[src/rtl/game_pkg.sv]
// Game-wide state encodings shared by the game FSM, the collision detector and the ball engine.
// Also holds the ball engine's own FSM state type.
package game_pkg;

    localparam logic [2:0] ST_MAIN_MENU  = 3'd0;
    localparam logic [2:0] ST_LEVEL1     = 3'd1;
    localparam logic [2:0] ST_END_SCREEN = 3'd2;

    typedef enum logic [1:0] {
        BALL_IDLE  = 2'd0,
        BALL_SERVE = 2'd1,
        BALL_MOVE  = 2'd2,
        BALL_LOST  = 2'd3
    } ball_state_e;

endpackage

[src/rtl/motion_tick_gen.sv]
// Motion tick divider: counts clock cycles while enabled and pulses tick on the
// last cycle of each TICK_DIV-cycle window. The count is held at zero when disabled.
module motion_tick_gen #(
    parameter int TICK_DIV = 833333
) (
    input  logic clock,
    input  logic reset,
    input  logic enable,
    output logic tick
);
    localparam int               CNT_W    = $clog2(TICK_DIV);
    localparam logic [CNT_W-1:0] CNT_LAST = CNT_W'(TICK_DIV - 1);

    logic [CNT_W-1:0] count_q, count_d;

    assign tick = enable && (count_q == CNT_LAST);

    always_comb begin
        count_d = count_q + CNT_W'(1);
        if (!enable || tick) count_d = '0;
    end

    always_ff @(posedge clock) begin
        if (!reset) count_q <= '0;
        else        count_q <= count_d;
    end

endmodule

[src/rtl/ball_motion_engine.sv]
// Ball kinematics for the brick-breaker: tracks the paddle while serving, moves on motion ticks,
// bounces off walls, applies collision flags, ramps speed and reports a lost ball.
module ball_motion_engine
    import game_pkg::*;
#(
    parameter int COORD_W   = 8,
    parameter int X_MAX     = 159,
    parameter int Y_MAX     = 119,
    parameter int MAX_SPEED = 3,
    parameter int SPD_W     = 2,
    parameter int PADDLE_Y  = 112,
    parameter int PADDLE_W  = 16,
    parameter int TICK_DIV  = 833333
) (
    input  logic               clock,
    input  logic               reset,
    input  logic [2:0]         state,
    input  logic               launch,
    input  logic [COORD_W-1:0] paddle_x,
    input  logic               hit_paddle,
    input  logic               hit_brick_x,
    input  logic               hit_brick_y,
    input  logic               speed_up,
    output logic [COORD_W-1:0] ball_x,
    output logic [COORD_W-1:0] ball_y,
    output logic               dir_x,
    output logic               dir_y,
    output logic [SPD_W-1:0]   speed,
    output logic               moving,
    output logic               ball_lost
);
    // One spare bit so x+speed / y+speed comparisons cannot wrap.
    localparam int                 AW        = COORD_W + 1;
    localparam logic [AW-1:0]      X_LIM     = AW'(X_MAX);
    localparam logic [AW-1:0]      Y_LIM     = AW'(Y_MAX);
    localparam logic [AW-1:0]      SERVE_OFS = AW'(PADDLE_W / 2);
    localparam logic [COORD_W-1:0] X_EDGE    = COORD_W'(X_MAX);
    localparam logic [COORD_W-1:0] SERVE_Y   = COORD_W'(PADDLE_Y - 1);
    localparam logic [SPD_W-1:0]   SPD_MAX   = SPD_W'(MAX_SPEED);
    localparam logic [SPD_W-1:0]   SPD_INIT  = SPD_W'(1);

    ball_state_e        fsm_q, fsm_d;
    logic [COORD_W-1:0] x_q, x_d, y_q, y_d;
    logic               dx_q, dx_d, dy_q, dy_d;
    logic [SPD_W-1:0]   spd_q, spd_d;
    logic               pad_q, pad_d, bx_q, bx_d, by_q, by_d;
    logic               moving_q, lost_q;

    logic               tick, in_level, tick_en;
    logic [AW-1:0]      x_w, y_w, spd_w, serve_x_w;
    logic [COORD_W-1:0] serve_x;
    logic               pad_eff, bx_eff, by_eff, dx_new, dy_new;

    assign tick_en = (fsm_q == BALL_MOVE);

    motion_tick_gen #(
        .TICK_DIV(TICK_DIV)
    ) u_tick (
        .clock (clock),
        .reset (reset),
        .enable(tick_en),
        .tick  (tick)
    );

    assign in_level  = (state == ST_LEVEL1);
    assign x_w       = AW'(x_q);
    assign y_w       = AW'(y_q);
    assign spd_w     = AW'(spd_q);
    assign serve_x_w = AW'(paddle_x) + SERVE_OFS;
    assign serve_x   = (serve_x_w > X_LIM) ? X_EDGE : COORD_W'(serve_x_w);

    // Flags raised on the tick cycle itself count toward that tick.
    assign pad_eff = pad_q | hit_paddle;
    assign bx_eff  = bx_q  | hit_brick_x;
    assign by_eff  = by_q  | hit_brick_y;
    assign dy_new  = pad_eff ? 1'b1 : (dy_q ^ by_eff);
    assign dx_new  = dx_q ^ bx_eff;

    always_comb begin
        fsm_d = fsm_q;
        x_d   = x_q;
        y_d   = y_q;
        dx_d  = dx_q;
        dy_d  = dy_q;
        spd_d = spd_q;
        pad_d = 1'b0;
        bx_d  = 1'b0;
        by_d  = 1'b0;

        if (!in_level) begin
            fsm_d = BALL_IDLE;
        end else begin
            case (fsm_q)
                BALL_IDLE:  fsm_d = BALL_SERVE;
                BALL_SERVE: if (launch) fsm_d = BALL_MOVE;
                BALL_LOST:  fsm_d = BALL_SERVE;
                BALL_MOVE: begin
                    if (tick) begin
                        dx_d = dx_new;
                        dy_d = dy_new;
                        if (!dx_new) begin
                            if (x_w + spd_w >= X_LIM) begin
                                x_d  = X_EDGE;
                                dx_d = 1'b1;
                            end else begin
                                x_d = COORD_W'(x_w + spd_w);
                            end
                        end else if (x_w <= spd_w) begin
                            x_d  = '0;
                            dx_d = 1'b0;
                        end else begin
                            x_d = COORD_W'(x_w - spd_w);
                        end
                        if (dy_new) begin
                            if (y_w <= spd_w) begin
                                y_d  = '0;
                                dy_d = 1'b0;
                            end else begin
                                y_d = COORD_W'(y_w - spd_w);
                            end
                        end else if (y_w + spd_w > Y_LIM) begin
                            fsm_d = BALL_LOST;
                        end else begin
                            y_d = COORD_W'(y_w + spd_w);
                        end
                    end else begin
                        pad_d = pad_eff;
                        bx_d  = bx_eff;
                        by_d  = by_eff;
                    end
                    if (speed_up && (spd_q < SPD_MAX)) spd_d = spd_q + SPD_W'(1);
                end
                default: fsm_d = BALL_IDLE;
            endcase
        end

        // Serve position is loaded on entry so it is visible the cycle SERVE starts.
        if (in_level && ((fsm_q == BALL_SERVE) || (fsm_d == BALL_SERVE))) begin
            x_d   = serve_x;
            y_d   = SERVE_Y;
            dx_d  = 1'b0;
            dy_d  = 1'b1;
            spd_d = SPD_INIT;
        end
    end

    always_ff @(posedge clock) begin
        if (!reset) begin
            fsm_q    <= BALL_IDLE;
            x_q      <= '0;
            y_q      <= '0;
            dx_q     <= 1'b0;
            dy_q     <= 1'b1;
            spd_q    <= SPD_INIT;
            pad_q    <= 1'b0;
            bx_q     <= 1'b0;
            by_q     <= 1'b0;
            moving_q <= 1'b0;
            lost_q   <= 1'b0;
        end else begin
            fsm_q    <= fsm_d;
            x_q      <= x_d;
            y_q      <= y_d;
            dx_q     <= dx_d;
            dy_q     <= dy_d;
            spd_q    <= spd_d;
            pad_q    <= pad_d;
            bx_q     <= bx_d;
            by_q     <= by_d;
            moving_q <= (fsm_d == BALL_MOVE);
            lost_q   <= (fsm_d == BALL_LOST);
        end
    end

    assign ball_x    = x_q;
    assign ball_y    = y_q;
    assign dir_x     = dx_q;
    assign dir_y     = dy_q;
    assign speed     = spd_q;
    assign moving    = moving_q;
    assign ball_lost = lost_q;

endmodule

[config.mk]
export PLATFORM = sky130hd
export DESIGN_NAME = ball_motion_engine
export DESIGN_NICKNAME = d
export VERILOG_FILES = /design/src/rtl/game_pkg.sv /design/src/rtl/motion_tick_gen.sv /design/src/rtl/ball_motion_engine.sv
export SDC_FILE = /design/constraint.sdc
export NUM_CORES = 1
export LEC_CHECK = 0
export BUFFER_PORTS_ARGS = -buffer_cell sky130_fd_sc_hd__buf_2
export CAP_MARGIN = 25
export CORE_MARGIN = 4
export CORE_UTILIZATION = 35
export CTS_CLUSTER_SIZE = 16
export DETAILED_ROUTE_END_ITERATION = 10
export GPL_TIMING_DRIVEN = 0
export PLACE_DENSITY_LB_ADDON = 0.12
export SLEW_MARGIN = 10
export SYNTH_ARGS = -nofsm -noshare
export SYNTH_HDL_FRONTEND = slang
export SYNTH_SLANG_ARGS = --single-unit
[constraint.sdc]
create_clock -name clock -period 2.95 [get_ports clock]
set_clock_uncertainty 0.2 [all_clocks]
set_input_delay 0.295 -clock clock [delete_from_list [all_inputs] [get_ports clock]]
set_output_delay 0.295 -clock clock [all_outputs]
set_load 0.1 [all_outputs]
After elaboration in Yosys (flattened, before gate mapping):

Cells that the tools add are included.
Widths: inputs -> output; s select.

* mux-type cells: 27
* $add $sub $neg: 7
* equal/unequal tests: 10
* div/mod/pow operators: 0
* bitwise operators: 8
* shifts and indexed selects: 0
* order comparisons: 6
* $mul: 0
* reduce and logical (&&, ||, !) cells: 19

Operators with widths (count)
* $mux 8: 11
* $mux 7: 4
* $add 20x1->20 const B: 1
* $eq 20x20->1 const B: 1
* $add 8x2->9: 2
* $le 8x2->1: 2
* $sub 8x2->8: 2
* $mux 2: 5
* $add 8x4->9 const B: 1
* $ge 9x8->1 const B: 1
* $gt 9x7->1 const B: 1
* $gt 9x8->1 const B: 1
* $reduce_and 3->1: 3
* $eq 2x2->1 const B: 4
* $reduce_and 4->1: 2
* $mux 1: 6
* $pmux 2 s3: 1
* $reduce_bool 2->1: 3
* $reduce_or 2->1: 3
* $eq 2x1->1 const B: 2
* $reduce_or 4->1: 1
* $eq 3x1->1 const B: 1
* $logic_and 1x1->1: 3
* $ne 3x2->1 const B: 1
* 9 further kinds: 15

* memories kept: 0
* memory bits (writable): 0
* register bits after elaboration: 47
* latch bits: 0
* bits in read-only memories: 0
* word-level logic and storage cells: 90

Logic depth before layout (Yosys ltp):

Gate-level depths: netlist (run 1).

* depth in word-level cells: 12
* gate-level depth with buffers: 11
* gate-level depth less buffers: 11

Cells and area by module:

From an unflattened synthesis (run 1), not the netlist that was laid out.

* cells, all modules: 456
* area total of the unflattened synthesis: 3638.5 µm²

By module, submodules not included
* ball_motion_engine: times used 1, area each 2562.5 µm², cells each 336
* motion_tick_gen: times used 1, area each 1076.0 µm², cells each 120

Worst setup path before layout (run 1):

Ideal clock, no wire load.

* path type: reg-to-reg
* start: register spd_q[1] (netlist: speed[1])
* end: register x_q[0] (netlist: ball_x[0])
* clock period less this slack: 3.591 ns
* data required time: 2.690 ns
* path buffers: 1
* cell stages (with the launch flop): 11
* path slack: -0.641 ns
* data arrival time: 3.331 ns
* path through: dfxtp_1 inv_1 ha_1 nor2b_1 o2111a_1 clkbuf_1 a31oi_1 a211oi_1 o21ai_1 a211oi_1 o221a_1

* cells in the longest elaborated chain, start to end: 12

Ends and longest elaborated chain
* start: declaration: line ball_motion_engine.sv:45 `logic [SPD_W-1:0] spd_q, spd_d;`
* start signal: assignment: line ball_motion_engine.sv:166 `spd_q <= spd_d;`
* $add 8x2->9
* $gt 9x7->1: line ball_motion_engine.sv:121 `end else if (y_w + spd_w > Y_LIM) begin`
* $mux 2: line ball_motion_engine.sv:121
* $mux 2: line ball_motion_engine.sv:114 `if (dy_new) begin`
* $mux 2: line ball_motion_engine.sv:98 `if (tick) begin`
* $pmux 2 s3: line ball_motion_engine.sv:93 `case (fsm_q)`
* $mux 2: line ball_motion_engine.sv:90 `if (!in_level) begin`
* $eq 2x1->1: line ball_motion_engine.sv:138 `if (in_level && ((fsm_q == BALL_SERVE) || (fsm_d == BALL_SERVE))) begin`
* $logic_or 1x1->1: line ball_motion_engine.sv:138
* $logic_and 1x1->1: line ball_motion_engine.sv:138
* $reduce_bool 2->1 (no line)
* $reduce_and 3->1 (no line)
* end signal: assignment: line ball_motion_engine.sv:150 `x_q <= '0;`
* end signal: assignment: line ball_motion_engine.sv:162 `x_q <= x_d;`
* end: declaration: line ball_motion_engine.sv:43 `logic [COORD_W-1:0] x_q, x_d, y_q, y_d;`

Parallel ways exist; a longest one is shown, timed or not. The select of a mux whose other input is x is not followed.
A chain may end at the register's enable or synchronous reset.

Worst setup path after layout (run 1):

* start: register spd_q[0] (netlist: speed[0])
* end: register y_q[5] (netlist: ball_y[5])

* cells in the longest elaborated chain, start to end: 12

Ends and longest elaborated chain
* $add 8x2->9: line ball_motion_engine.sv:124 `y_d = COORD_W'(y_w + spd_w);`
* $gt 9x7->1: line ball_motion_engine.sv:121
* $mux 2: line ball_motion_engine.sv:121
* $mux 2: line ball_motion_engine.sv:114
* $mux 2: line ball_motion_engine.sv:98
* $pmux 2 s3: line ball_motion_engine.sv:93
* $mux 2: line ball_motion_engine.sv:90
* $eq 2x1->1: line ball_motion_engine.sv:138
* $logic_or 1x1->1: line ball_motion_engine.sv:138
* $logic_and 1x1->1: line ball_motion_engine.sv:138
* $ne 3x2->1 (no line) / $reduce_bool 2->1 (equally long branches)
* $reduce_and 4->1 (no line)
* end signal: assignment: line ball_motion_engine.sv:163 `y_q <= y_d;`
* end: declaration: line ball_motion_engine.sv:43

Parallel ways exist; a longest one is shown, timed or not. The select of a mux whose other input is x is not followed.

==> results.json, run 1 <==
{
  "status": "finished clean",
  "fin_crit_sh_pct": 97.6,
  "die_area_um2": 11100,
  "min_path_cells": 3,
  "die_w_um": 105,
  "clockBufferDepth": 2,
  "drc": 0,
  "synth_top_area_share_pct": 28.5,
  "synthTopCellsByArea": "dfxtp_1 (28%), ha_1 (6.1%), nor2_1 (5.1%)",
  "seq_area_um2": 956,
  "hold_path.class": "in2reg",
  "hold_ws_ns": 0.0815,
  "cp_data_arrival_time_ns": 2.93,
  "synthTopCellsByCount": "dfxtp_1 (47), nor2_1 (45), nand2_1 (32), a21oi_1 (20), xor2_1 (19)",
  "p_sw_share_pct": 32.5,
  "fin_nets": 501,
  "vias": 3266,
  "synth_seq_cells": 47,
  "yosysWarnings": 0,
  "crit_type": "reg2reg",
  "placed_cell_area_um2": 3670,
  "vdd_ir_drop_max_v": 0.000163,
  "fin_crit_ns": 2.88,
  "initial_utilization_pct": 35.8,
  "multi_input_area_um2": 2290,
  "cp-end-kind": "flip-flop",
  "grt_pass1_wl_um": 15300,
  "slew_viol_final": 0,
  "reg2reg_slack_ns": 0.07,
  "avgRoutedWirePerCell_um": 15.5,
  "min-delay-start": "hit_brick_y",
  "tightestPinTransition_ns": 0.852,
  "post-synth-top-area-cell": "dfxtp_1",
  "ys_seq_area_share_pct": 28.5,
  "dp_hpwl_um": 6870,
  "startpoint_type": "flip-flop",
  "htree_levels": 2,
  "maxSlewHeadroom_pct": 42.8,
  "diodes": 0,
  "r2r-end": "ball_y[5]",
  "cts.clk_slew.worst_paths_ns": 0.10,
  "cts.sinks": 47,
  "fin_area_um2": 3880,
  "fill_cells": 952,
  "track_usage_pct": 16.8,
  "clock.fmax_mhz": 347,
  "port_buffers": 38,
  "synth-edff-count": 0,
  "leakage_nw": 1.46,
  "seqPwrFrac_pct": 44.3,
  "ys.flop_type": "dfxtp_1",
  "pwr-share-comb_pct": 20.8,
  "place.gp.congestion": 0.839,
  "routed_wl_um": 9180,
  "synth_cell_types": 63,
  "p_per_area_nw_per_um2": 379,
  "flow.area_growth_from_synthesis_pct": 17.4,
  "drt_iter0_drc": 148,
  "worstPathMaxFanout": 9,
  "ioPinCount": 40,
  "syn_avg_cell_area_um2": 7.95,
  "cts_tree": "yes",
  "cts_buffers": 5,
  "grt_remaining_overflow": 0,
  "p_int_w": 0.000995,
  "coreArea_um2": 9240,
  "die_h_um": 105,
  "num_rows": 35,
  "post-place-ws_ns": -0.186,
  "postSynthCellCount": 416,
  "synth_nets": 454,
  "cts_root_buf": "clkbuf_8",
  "setup_tns_ns": 0,
  "first_pass_iters": 5,
  "fin_ws_ns": 0.0699,
  "clockPowerShare_pct": 34.9,
  "grt_max_degree": 17,
  "reg2reg_from": "speed[0]",
  "cp.required_ns": 3.00,
  "synth.most_common_cell": "dfxtp_1",
  "via_per_inst": 5.51,
  "syn_area_um2": 3310,
  "holdBufCountCts": 0,
  "maxCapViolCount": 0,
  "antenna_found_initial": 0,
  "min_to": "by_q",
  "hold_viol_final": 0,
  "finalSetupViolCount": 0,
  "clk_latency_ns": 0.31,
  "ant_nets": 0,
  "drive_gt1_share_pct": 17.5,
  "rsz0062_at_grt": "false",
  "grt_pass1_vias": 3105,
  "r2r_cells": 10,
  "netSwitchingPower_w": 0.000479,
  "async_reset_ff_share_pct": 0
}
[timing repair]
action                                  in CTS  in global routing
resized for setup                            6                 17
setup buffers                                0                  3
endpoints found under the setup margin       8                 17
hold endpoints to repair                     0                  0
pin swaps                                    1                  3
[flip-flops by register name, summed over array words and instances, names as in the netlist, 2 cells and up]
name,flops
u_tick.count_q,20
ball_x,8
ball_y,8
fsm_q,2
speed,2
[cells in the final DEF (no fill, tap or decap), drive strengths merged, types with 5 or more instances in the layout]
cell,count
and4,7
o21ai,24
a21oi,20
o211ai,8
a31oi,9
xnor2,5
buf,45
ha,16
nor3,16
dfxtp,47
nand4,13
clkbuf,21
nand2b,5
nor2,46
and3,7
nand2,32
nand3,15
a211oi,9
or3,6
xor2,19
a21o,5
inv,15
[cell type report]
class / count / area share [%]
multi-input cells: 333 / 59.1
flip-flops and latches: 47 / 24.6
repair buffers: 41 / 5.48
well taps: 129 / 4.16
plain buffers: 20 / 2.26
clock buffers: 5 / 1.77
inverters: 15 / 1.45
clock inverters: 3 / 1.22
[routing by layer]
layer  vias up  track usage (%)  wire length, µm
li1       1643                -                -
met5         -                0                0
met3         7             3.34              543
met1      1526             24.1             4480
met2        90             25.8             4080
met4         0             4.40               77
[critical path, stage by stage, from the launching register on]
cell and delay, ns:
dfxtp_4 0.39, ha_2 0.19, fa_2 0.39, and4_4 0.22, nand4b_1 0.19, o221ai_2 0.17
o21ai_2 0.12, or2_1 0.23, buf_6 0.14, or4_1 0.46, nand3_1 0.12
[cells by family (layout without fill, tap and decap cells)]
family / Yosys count / count (layout) / synth area share [%]
adder cells (fa/ha/maj): 20 / 20 / 8.48
AND/OR/NAND/NOR: 175 / 175 / 28.5
flip-flops: 47 / 47 / 28.5
multiplexers: 3 / 3 / 0.908
buffers and inverters: 36 / 84 / 4.39
AO/OA/AOI/OAI: 111 / 111 / 22.9
XOR/XNOR: 24 / 24 / 6.36
[metrics by stage]
stage               power, W  util (%)  std cells
floorplan           0.000891         -        416
global placement    0.000963      39.8        583
detailed placement  0.000962      39.8        583
CTS                  0.00148      41.3        590
global route         0.00155      42.0        593
finish               0.00147      42.0        593
[worst max path at each step]
stage | startpoint | to | slack, ns
after floorplan | ball_y[3] | ball_y[5] | 0.003
after global placement | speed[1] | ball_x[0] | -0.17
after global routing | speed[1] | ball_y[5] | 0.005
after detailed placement | speed[1] | ball_x[0] | -0.19
after CTS | speed[1] | ball_y[5] | 0.005
final | speed[0] | ball_y[5] | 0.07
[power groups by stage]
stage | Sequential (W) | Clock, W | Combinational, W
2_1_floorplan | 0.000731 | 0 | 0.000161
4_1_cts | 0.000653 | 0.000534 | 0.000297
3_5_place_dp | 0.000668 | 0 | 0.000295
5_1_grt | 0.000656 | 0.000560 | 0.000336
3_3_place_gp | 0.000668 | 0 | 0.000296
6_report | 0.000653 | 0.000514 | 0.000307
Power figures use the tool's default switching activity.
==> run 2: changes to the inputs <==
--- a/config.mk
+++ b/config.mk
@@ -8,7 +8,7 @@
 export BUFFER_PORTS_ARGS = -buffer_cell sky130_fd_sc_hd__buf_2
 export CAP_MARGIN = 25
 export CORE_MARGIN = 4
-export CORE_UTILIZATION = 35
+export CORE_UTILIZATION = 40
 export CTS_CLUSTER_SIZE = 16
 export DETAILED_ROUTE_END_ITERATION = 10
 export GPL_TIMING_DRIVEN = 0
==> results.json, run 2 (same netlist as run 1, synthesis figures left out) <==
{
  "status": "finished clean",
  "hold_path.class": "in2reg",
  "leakage_nw": 1.46,
  "cts.sinks": 47,
  "coreArea_um2": 7890,
  "avgRoutedWirePerCell_um": 16.1,
  "cp-end-kind": "flip-flop",
  "tightestPinTransition_ns": 0.828,
  "r2r_cells": 10,
  "ioPinCount": 40,
  "slew_viol_final": 0,
  "startpoint_type": "flip-flop",
  "worstPathMaxFanout": 9,
  "grt_max_degree": 18,
  "cts.clk_slew.worst_paths_ns": 0.11,
  "min_path_cells": 2,
  "top_register": "u_tick.count_q",
  "diodes": 0,
  "fin_area_um2": 3840,
  "layout_common_cells": "nor2_1 (45), buf_2 (41), dfxtp_1 (41)",
  "die_w_um": 98.9,
  "crit_type": "reg2reg",
  "die_h_um": 98.9,
  "port_buffers": 38,
  "maxSlewHeadroom_pct": 44.4,
  "flow.area_growth_from_synthesis_pct": 16.2,
  "clock.fmax_mhz": 354,
  "hold_viol_final": 0,
  "cp_num_cells": 10,
  "num_rows": 32,
  "track_usage_pct": 18.8,
  "holdBufCountCts": 0,
  "cts_tree": "yes",
  "ant_nets": 0,
  "drt_iter0_drc": 181,
  "crit_family": "simple AND/OR/NAND/NOR gates",
  "via_per_inst": 5.90,
  "fin_util_pct": 48.7,
  "drc": 0,
  "slowest_stage": "or4_1",
  "routed_wl_um": 9160,
  "fin_nets": 504,
  "place.gp.congestion": 0.838,
  "cts_buffers": 5,
  "grt_pass1_wl_um": 15300,
  "layout_commonest_cell": "nor2_1",
  "largest_reg_flops": 20,
  "vias": 3358,
  "vdd_ir_drop_max_v": 0.000172,
  "cp_cell_sequence": "ha_2 > fa_2 > and4_4 > nand4b_1 > o221ai_2 > o21ai_2 > or2_1 > buf_6 > or4_1 > nand3_1",
  "die_area_um2": 9790,
  "grt_pass1_vias": 3218,
  "fin_crit_ns": 2.82,
  "path_buf_inv": 1,
  "p_per_area_nw_per_um2": 365,
  "fin_crit_sh_pct": 95.8,
  "clk_latency_ns": 0.31,
  "placed_cell_area_um2": 3640,
  "maxCapViolCount": 0,
  "antenna_found_initial": 0,
  "htree_levels": 2,
  "dp_hpwl_um": 6860,
  "cp_data_arrival_time_ns": 2.88,
  "cp.required_ns": 3.01,
  "finalSetupViolCount": 0,
  "cts_root_buf": "clkbuf_8",
  "first_pass_iters": 5,
  "clockBufferDepth": 2,
  "grt_remaining_overflow": 0,
  "initial_utilization_pct": 41.9,
  "dp.cells": 556,
  "instances_no_fill": 569,
  "drive_gt1_share_pct": 17.6,
  "max_stage_delay_ns": 0.46
}
-- run 2: final cells by class --
cell class                 instances  area [µm²]
inverter                          15        56.3
tap                              102         128
multi-input combinational        333        2280
timing repair buffer              44         235
buffer                            20        86.3
sequential                        47         956
clock inverter                     3        26.3
fill                             810        4050
clock buffer                       5        68.8
-- run 2: metrics by stage --
step	total power [W]	setup WS (ns)	setup TNS (ns)	hold WS (ns)
2_1_floorplan	0.000891	0.00267	0	0.263
3_3_place_gp	0.000959	-0.193	-0.357	0.282
3_5_place_dp	0.000961	-0.178	-0.349	0.288
4_1_cts	0.00141	0.0130	0	0.0482
5_1_grt	0.00148	-0.000292	-0.000292	0.0500
6_report	0.00140	0.125	0	0.0603
-- run 2: power breakdown --
group	internal (W)	total [W]	switching [W]
clock network	0.000177	0.000441	0.000264
registers	0.000642	0.000653	0.0000111
logic	0.0000962	0.000307	0.000211
-- run 2: timing repair --
item                       4_1_cts  5_1_grt
gates cloned                     0        0
buffers inserted                 0        6
pin swaps                        0        2
setup endpoints to repair        9       16
gates resized for setup          4       16
-- run 2: path summary, 6_finish.rpt --
check,startpoint,slack (ns),endpoint
max,speed[0],0.13,ball_y[5]
min,paddle_x[0],0.06,ball_x[0]
max reg2reg,speed[0],0.13,ball_y[5]
min reg2reg,by_q,0.30,by_q
-- run 2: routing by layer --
metal	wire [µm]	vias to the layer above	GRT usage (%)
li1	-	1656	-
met1	4310	1563	26.4
met2	4070	122	28.8
met3	587	17	3.47
met4	193	0	7.04
met5	0	-	0
